File: config.mk
export PLATFORM = sky130hd
export DESIGN_NAME = ir_weight_bank
export DESIGN_NICKNAME = d
export VERILOG_FILES = /design/src/rtl/ir_weight_bank.sv
export SDC_FILE = /design/constraint.sdc
export NUM_CORES = 2
export LEC_CHECK = 0
export BUFFER_PORTS_ARGS = -buffer_cell sky130_fd_sc_hd__buf_2
export CORE_MARGIN = 5
export CORE_UTILIZATION = 50
export CTS_CLUSTER_DIAMETER = 200
export DETAILED_ROUTE_END_ITERATION = 16
export GPL_TIMING_DRIVEN = 0
export PLACE_DENSITY = 0.65
export RECOVER_POWER = 25
export SLEW_MARGIN = 15
export SYNTH_ARGS = -nofsm -noshare
export SYNTH_HDL_FRONTEND = slang
export SYNTH_SLANG_ARGS = --single-unit
File: constraint.sdc
create_clock -name i_clk -period 9 [get_ports i_clk]
set_clock_uncertainty 0.2 [all_clocks]
set_input_delay 0.9 -clock i_clk [delete_from_list [all_inputs] [get_ports i_clk]]
set_output_delay 0.9 -clock i_clk [all_outputs]
set_load 0.02 [all_outputs]
File: src/rtl/ir_weight_bank.sv
`default_nettype none
// ============================================================================
//  Module   : ir_weight_bank
//  Purpose  : Double-buffered complex IR weight store with conjugate-symmetric
//             mirroring and frame-aligned bank swap.
//  Revision : 1.0
// ============================================================================
module ir_weight_bank #(
    parameter int N  = 64,
    parameter int W  = 16,
    parameter int AW = $clog2(N)
) (
    input  logic          i_clk,
    input  logic          i_rst_n,
    input  logic          i_rd_valid,
    input  logic [AW-1:0] i_rd_addr,
    output logic          o_rd_valid,
    output logic [W-1:0]  o_weights_re,
    output logic [W-1:0]  o_weights_im,
    input  logic          i_wr_valid,
    output logic          o_wr_ready,
    input  logic [AW-1:0] i_wr_addr,
    input  logic [W-1:0]  i_wr_re,
    input  logic [W-1:0]  i_wr_im,
    input  logic          i_sym_mode,
    output logic          o_wr_err,
    input  logic          i_commit,
    input  logic          i_frame_start,
    output logic          o_commit_pending,
    output logic          o_swapped,
    output logic          o_bank_valid
);

    localparam logic [0:0]    S_IDLE   = 1'b0;
    localparam logic [0:0]    S_MIRROR = 1'b1;
    localparam logic [AW-1:0] c_half   = AW'(N / 2);
    localparam logic [AW-1:0] c_one_aw = AW'(1);
    localparam logic [W-1:0]  c_one_w  = W'(1);
    localparam logic [W-1:0]  c_min_w  = {1'b1, {(W-1){1'b0}}};
    localparam logic [W-1:0]  c_max_w  = {1'b0, {(W-1){1'b1}}};

    // Both banks share one array; the MSB of the index selects the bank.
    logic [W-1:0]  r_mem_re [0:2*N-1];
    logic [W-1:0]  r_mem_im [0:2*N-1];

    logic [0:0]    r_state;
    logic [0:0]    w_state_nxt;
    logic          r_bank_sel;
    logic          r_pending;
    logic          r_bank_valid;
    logic          r_swapped;
    logic          r_wr_err;
    logic          r_rd_valid;
    logic [W-1:0]  r_rd_re;
    logic [W-1:0]  r_rd_im;
    logic [AW-1:0] r_mir_addr;
    logic [W-1:0]  r_mir_re;
    logic [W-1:0]  r_mir_im;
    logic          r_mir_bank;

    logic          w_wr_ready;
    logic          w_mem_we;
    logic [AW:0]   w_mem_addr;
    logic [W-1:0]  w_mem_re;
    logic [W-1:0]  w_mem_im;
    logic          w_wr_err;
    logic          w_mir_load;
    logic          w_swap;
    logic [W-1:0]  w_neg_im;
    logic [AW-1:0] w_mir_dst;

    // Negating the most negative value saturates instead of wrapping.
    assign w_neg_im  = (r_mir_im == c_min_w) ? c_max_w : (~r_mir_im + c_one_w);
    assign w_mir_dst = ~r_mir_addr + c_one_aw;
    assign w_swap    = (r_pending | i_commit) & i_frame_start & (r_state == S_IDLE);

    always_comb begin
        w_state_nxt = r_state;
        w_wr_ready  = 1'b0;
        w_mem_we    = 1'b0;
        w_mem_addr  = '0;
        w_mem_re    = '0;
        w_mem_im    = '0;
        w_wr_err    = 1'b0;
        w_mir_load  = 1'b0;
        case (r_state)
            S_IDLE: begin
                w_wr_ready = !r_pending;
                if (i_wr_valid && w_wr_ready) begin
                    w_mem_addr = {~r_bank_sel, i_wr_addr};
                    w_mem_re   = i_wr_re;
                    w_mem_im   = i_wr_im;
                    if (!i_sym_mode) begin
                        w_mem_we = 1'b1;
                    end else if (i_wr_addr == '0 || i_wr_addr == c_half) begin
                        w_mem_we = 1'b1;
                        w_mem_im = '0;
                    end else if (i_wr_addr < c_half) begin
                        w_mem_we    = 1'b1;
                        w_mir_load  = 1'b1;
                        w_state_nxt = S_MIRROR;
                    end else begin
                        w_wr_err = 1'b1;
                    end
                end
            end
            S_MIRROR: begin
                w_mem_we    = 1'b1;
                w_mem_addr  = {r_mir_bank, w_mir_dst};
                w_mem_re    = r_mir_re;
                w_mem_im    = w_neg_im;
                w_state_nxt = S_IDLE;
            end
            default: w_state_nxt = S_IDLE;
        endcase
    end

    always_ff @(posedge i_clk) begin
        if (w_mem_we) begin
            r_mem_re[w_mem_addr] <= w_mem_re;
            r_mem_im[w_mem_addr] <= w_mem_im;
        end
    end

    always_ff @(posedge i_clk or negedge i_rst_n) begin
        if (!i_rst_n) begin
            r_state      <= S_IDLE;
            r_bank_sel   <= 1'b0;
            r_pending    <= 1'b0;
            r_bank_valid <= 1'b0;
            r_swapped    <= 1'b0;
            r_wr_err     <= 1'b0;
            r_mir_addr   <= '0;
            r_mir_re     <= '0;
            r_mir_im     <= '0;
            r_mir_bank   <= 1'b0;
        end else begin
            r_state   <= w_state_nxt;
            r_swapped <= w_swap;
            r_wr_err  <= w_wr_err;
            if (w_swap) begin
                r_bank_sel   <= ~r_bank_sel;
                r_pending    <= 1'b0;
                r_bank_valid <= 1'b1;
            end else begin
                r_pending <= r_pending | i_commit;
            end
            // The target bank is captured so the mirror lands in the same bank
            // as its source entry even if a swap happens on the same edge.
            if (w_mir_load) begin
                r_mir_addr <= i_wr_addr;
                r_mir_re   <= i_wr_re;
                r_mir_im   <= i_wr_im;
                r_mir_bank <= ~r_bank_sel;
            end
        end
    end

    always_ff @(posedge i_clk or negedge i_rst_n) begin
        if (!i_rst_n) begin
            r_rd_valid <= 1'b0;
            r_rd_re    <= '0;
            r_rd_im    <= '0;
        end else begin
            r_rd_valid <= i_rd_valid;
            if (i_rd_valid) begin
                r_rd_re <= r_bank_valid ? r_mem_re[{r_bank_sel, i_rd_addr}] : '0;
                r_rd_im <= r_bank_valid ? r_mem_im[{r_bank_sel, i_rd_addr}] : '0;
            end
        end
    end

    assign o_rd_valid       = r_rd_valid;
    assign o_weights_re     = r_rd_re;
    assign o_weights_im     = r_rd_im;
    assign o_wr_ready       = w_wr_ready;
    assign o_wr_err         = r_wr_err;
    assign o_commit_pending = r_pending;
    assign o_swapped        = r_swapped;
    assign o_bank_valid     = r_bank_valid;

endmodule
`default_nettype wire
==> results.cfg <==
[run_status]
outcome = complete, but fails checks
violations = max-capacitance violations, max-slew violations

[global_routing]
grt_pass1_wl_um = 614000
busiest_layer = met2
use_met2_pct = 41.1
grt_max_degree = 69
grt_pass1_vias = 79700
use_met3_pct = 6.42
grtUsageTotal_pct = 26.4
globalRoute.totalOverflow = 0
grt_util_met1_pct = 36.2
antenna_found_initial = 42

[hold_path]
hold_path_depth = 3
hold_path_class = in -> reg

[power]
seqPwrFrac_pct = 52.4
p_int_mw = 32.3
p_per_area_nw_per_um2 = 227
ir_drop_v = 0.000150
clkPwrFrac_pct = 40.2
p_sw_share_pct = 23.0
combPwrFrac_pct = 7.4
leakagePower_nw = 58.7
p_sw_mw = 9.64

[drt]
vias_per_cell = 6.40
route.detailed.drc = 0
detail-route-antenna-nets = 0
drt-pass1-iter-count = 9
wl_um = 441000
initialDrtViolationCount = 11200
routedWlPerCell_um = 35.2
vias = 80200

[floorplanning]
die_x_um = 575
die_area_um2 = 331000
floorplan.initialDensity_pct = 50.3
ios = 89
rows = 207
die_h_um = 575
coreArea_um2 = 318000

[sta]
fmax_ghz = 0.156
fin_crit_sh_pct = 71.2
relSlewSlack_pct = -155
tightest_slew_ns = 3.78
layout_setup_ws_ns = 2.59
hold_viol_final = 0
whs_ns = 0.108
period_needed_ns = 6.41
rsz0062_at_grt = no
setup_viol = 0
finalSetupTns_ns = 0
slew_violations = 1204

[flow_run]
cap_violations = 61

[clock_network]
clkSlewWorstSetupHoldPaths_ns = 0.06
postCtsSetupRepairBufs = 0
clk_latency_ns = 0.96
hold_buffers = 30
clock-sinks = 4174
htree_levels = 5
tritoncts = yes
cts.path.max_buffers = 4
ctsResizeCount = 0
clockRootBuffer = clkbuf_16
cts_buffers = 407

[place]
hpwl_um = 310000
dp_slack_ns = 3.08
routabilityCongestion = 0.924
io_buffers = 85

[worst_setup_path]
worstPathCellList = or4_1 > o21a_1 > or3_1 > a2111oi_0 > nor2b_1 > clkbuf_1
crit_type = reg -> reg
crit_path_end_kind = flop
crit_slowest_cell = nor2b_1
worst-path-max-fanout = 18
required_ns = 9.35
cp_slowest_stage_delay_ns = 1.58
critPathLaunchType = flop
reg2reg_depth = 6
crit_arrival_ns = 6.76

[logic_synthesis]
synth-edff-count = 4096
synth.distinct_cells = 58
ys_ff_latch = 4174
ys_seq_area_share_pct = 78.2
ys_async_sr_fraction_pct = 1.87
yosys_warnings = 0
synth_top_area_cell = edfxtp_1
syn_avg_cell_area_um2 = 22.4
synth_flop_cell = edfxtp_1
netlist_instances = 7151
synth_area_leaders = edfxtp_1 77%, mux4_2 14%, dfrtp_1 1.2%
syn_area_um2 = 160000
synth_top_area_share_pct = 77.0
syn-num-nets = 7204

[final_layout]
final_common_cell = edfxtp_1
layout_common_cells = 4096 x edfxtp_1, 992 x mux4_2, 419 x clkbuf_16, 391 x clkbuf_1, 200 x nand2_1
drive_gt1_share_pct = 27.4
nets = 8049
syn_to_final_growth_pct = 15.8
fin_util_pct = 58.2
## power by group through the flow
stage	Combinational, mW	Clock (mW)	Sequential [mW]
floorplan	1.42	0	22.4
global placement	2.74	0	22.7
detailed placement	3.11	0	22.4
CTS	3.13	17.1	22.0
global route	3.19	17.9	22.0
finish	3.09	16.9	22.0
## cell type report
type | count | area, um^2
Clock inverter | 228 | 2180
Tap cell | 4180 | 5230
Timing Repair Buffer | 436 | 6310
Fill cell | 22500 | 133000
Sequential cell | 4174 | 125000
Multi-Input combinational cell | 2557 | 33700
Antenna cell | 21 | 52.6
Buffer | 410 | 1770
Inverter | 10 | 37.5
Clock buffer | 515 | 10900
## flip-flops by register name, indices dropped and copies added (netlist names), 6 cells and up
register / cells
r_mem_im: 2048
r_mem_re: 2048
o_weights_im: 16
o_weights_re: 16
r_mir_im: 16
r_mir_re: 16
r_mir_addr: 6
## synthesized netlist by cell type, types with 10 or more instances
| library cell | count |
|---|---|
| nand3_1 | 35 |
| a211o_1 | 64 |
| mux4_2 | 992 |
| a31oi_1 | 33 |
| buf_2 | 128 |
| clkbuf_1 | 215 |
| o22ai_1 | 129 |
| a22o_1 | 35 |
| o311ai_1 | 32 |
| a221oi_1 | 34 |
| dfrtp_1 | 78 |
| nor2b_1 | 54 |
| mux2i_1 | 162 |
| a211oi_1 | 32 |
| a22oi_1 | 33 |
| nor2_1 | 177 |
| inv_1 | 10 |
| buf_1 | 53 |
| mux2_2 | 164 |
| o21bai_1 | 32 |
| o21ai_0 | 128 |
| edfxtp_1 | 4096 |
| nand2_1 | 201 |
| buf_4 | 13 |
| nor3_1 | 56 |
| nand2b_1 | 44 |
| a32oi_1 | 33 |
## per-layer routing
metal | up-vias | wire, um
met5 | - | 326
met4 | 12 | 23000
met3 | 834 | 46800
met2 | 4527 | 208000
met1 | 42700 | 163000
li1 | 32100 | -
## kinds of logic (layout without fill, tap and decap cells)
| group | count (synthesis) | after routing | synth area share (%) |
|---|---|---|---|
| muxes | 1318 | 1318 | 16.1 |
| and+or+nand+nor | 608 | 608 | 1.74 |
| other | 0 | 21 | 0 |
| DFF | 4174 | 4174 | 78.2 |
| xor gates and xnor gates | 15 | 15 | 0.0822 |
| adders and majority gates | 2 | 2 | 0.0157 |
| buffers and inverters | 420 | 1599 | 1.12 |
| AOI/OAI and AO/OA | 614 | 614 | 2.72 |
## per-stage QoR
step | instance area, um^2 | std cells | total power, mW
6_report | 185000 | 12500 | 42.0
5_1_grt | 185000 | 12500 | 43.1
2_1_floorplan | 160000 | 7151 | 23.8
3_3_place_gp | 165000 | 11400 | 25.4
4_1_cts | 187000 | 12500 | 42.1
3_5_place_dp | 173000 | 11700 | 25.5
## worst max-delay path: cells and delay by family (launching register included)
family	cells	cell delay (ns)
AO/OA/AOI/OAI	2	1.67
flip-flops	1	0.42
AND/OR/NAND/NOR	3	2.61
buffers and inverters	1	1.08
## path summary, 6_finish.rpt
path | end | startpoint | slack (ns)
worst max-delay path | r_mem_re[56][4] | r_mir_addr[0] | 2.59
worst min-delay path | r_mir_addr[0] | i_wr_addr[0] | 0.11
worst max register to register | r_mem_re[56][4] | r_mir_addr[0] | 2.59
worst min register to register | r_mir_re[10] | r_mir_re[10] | 0.31
max in group asynchronous | o_weights_re[13] | i_rst_n | 4.07
min in group asynchronous | r_mir_re[5] | i_rst_n | 1.27
Note: power is estimated with default switching activity, not from simulation.
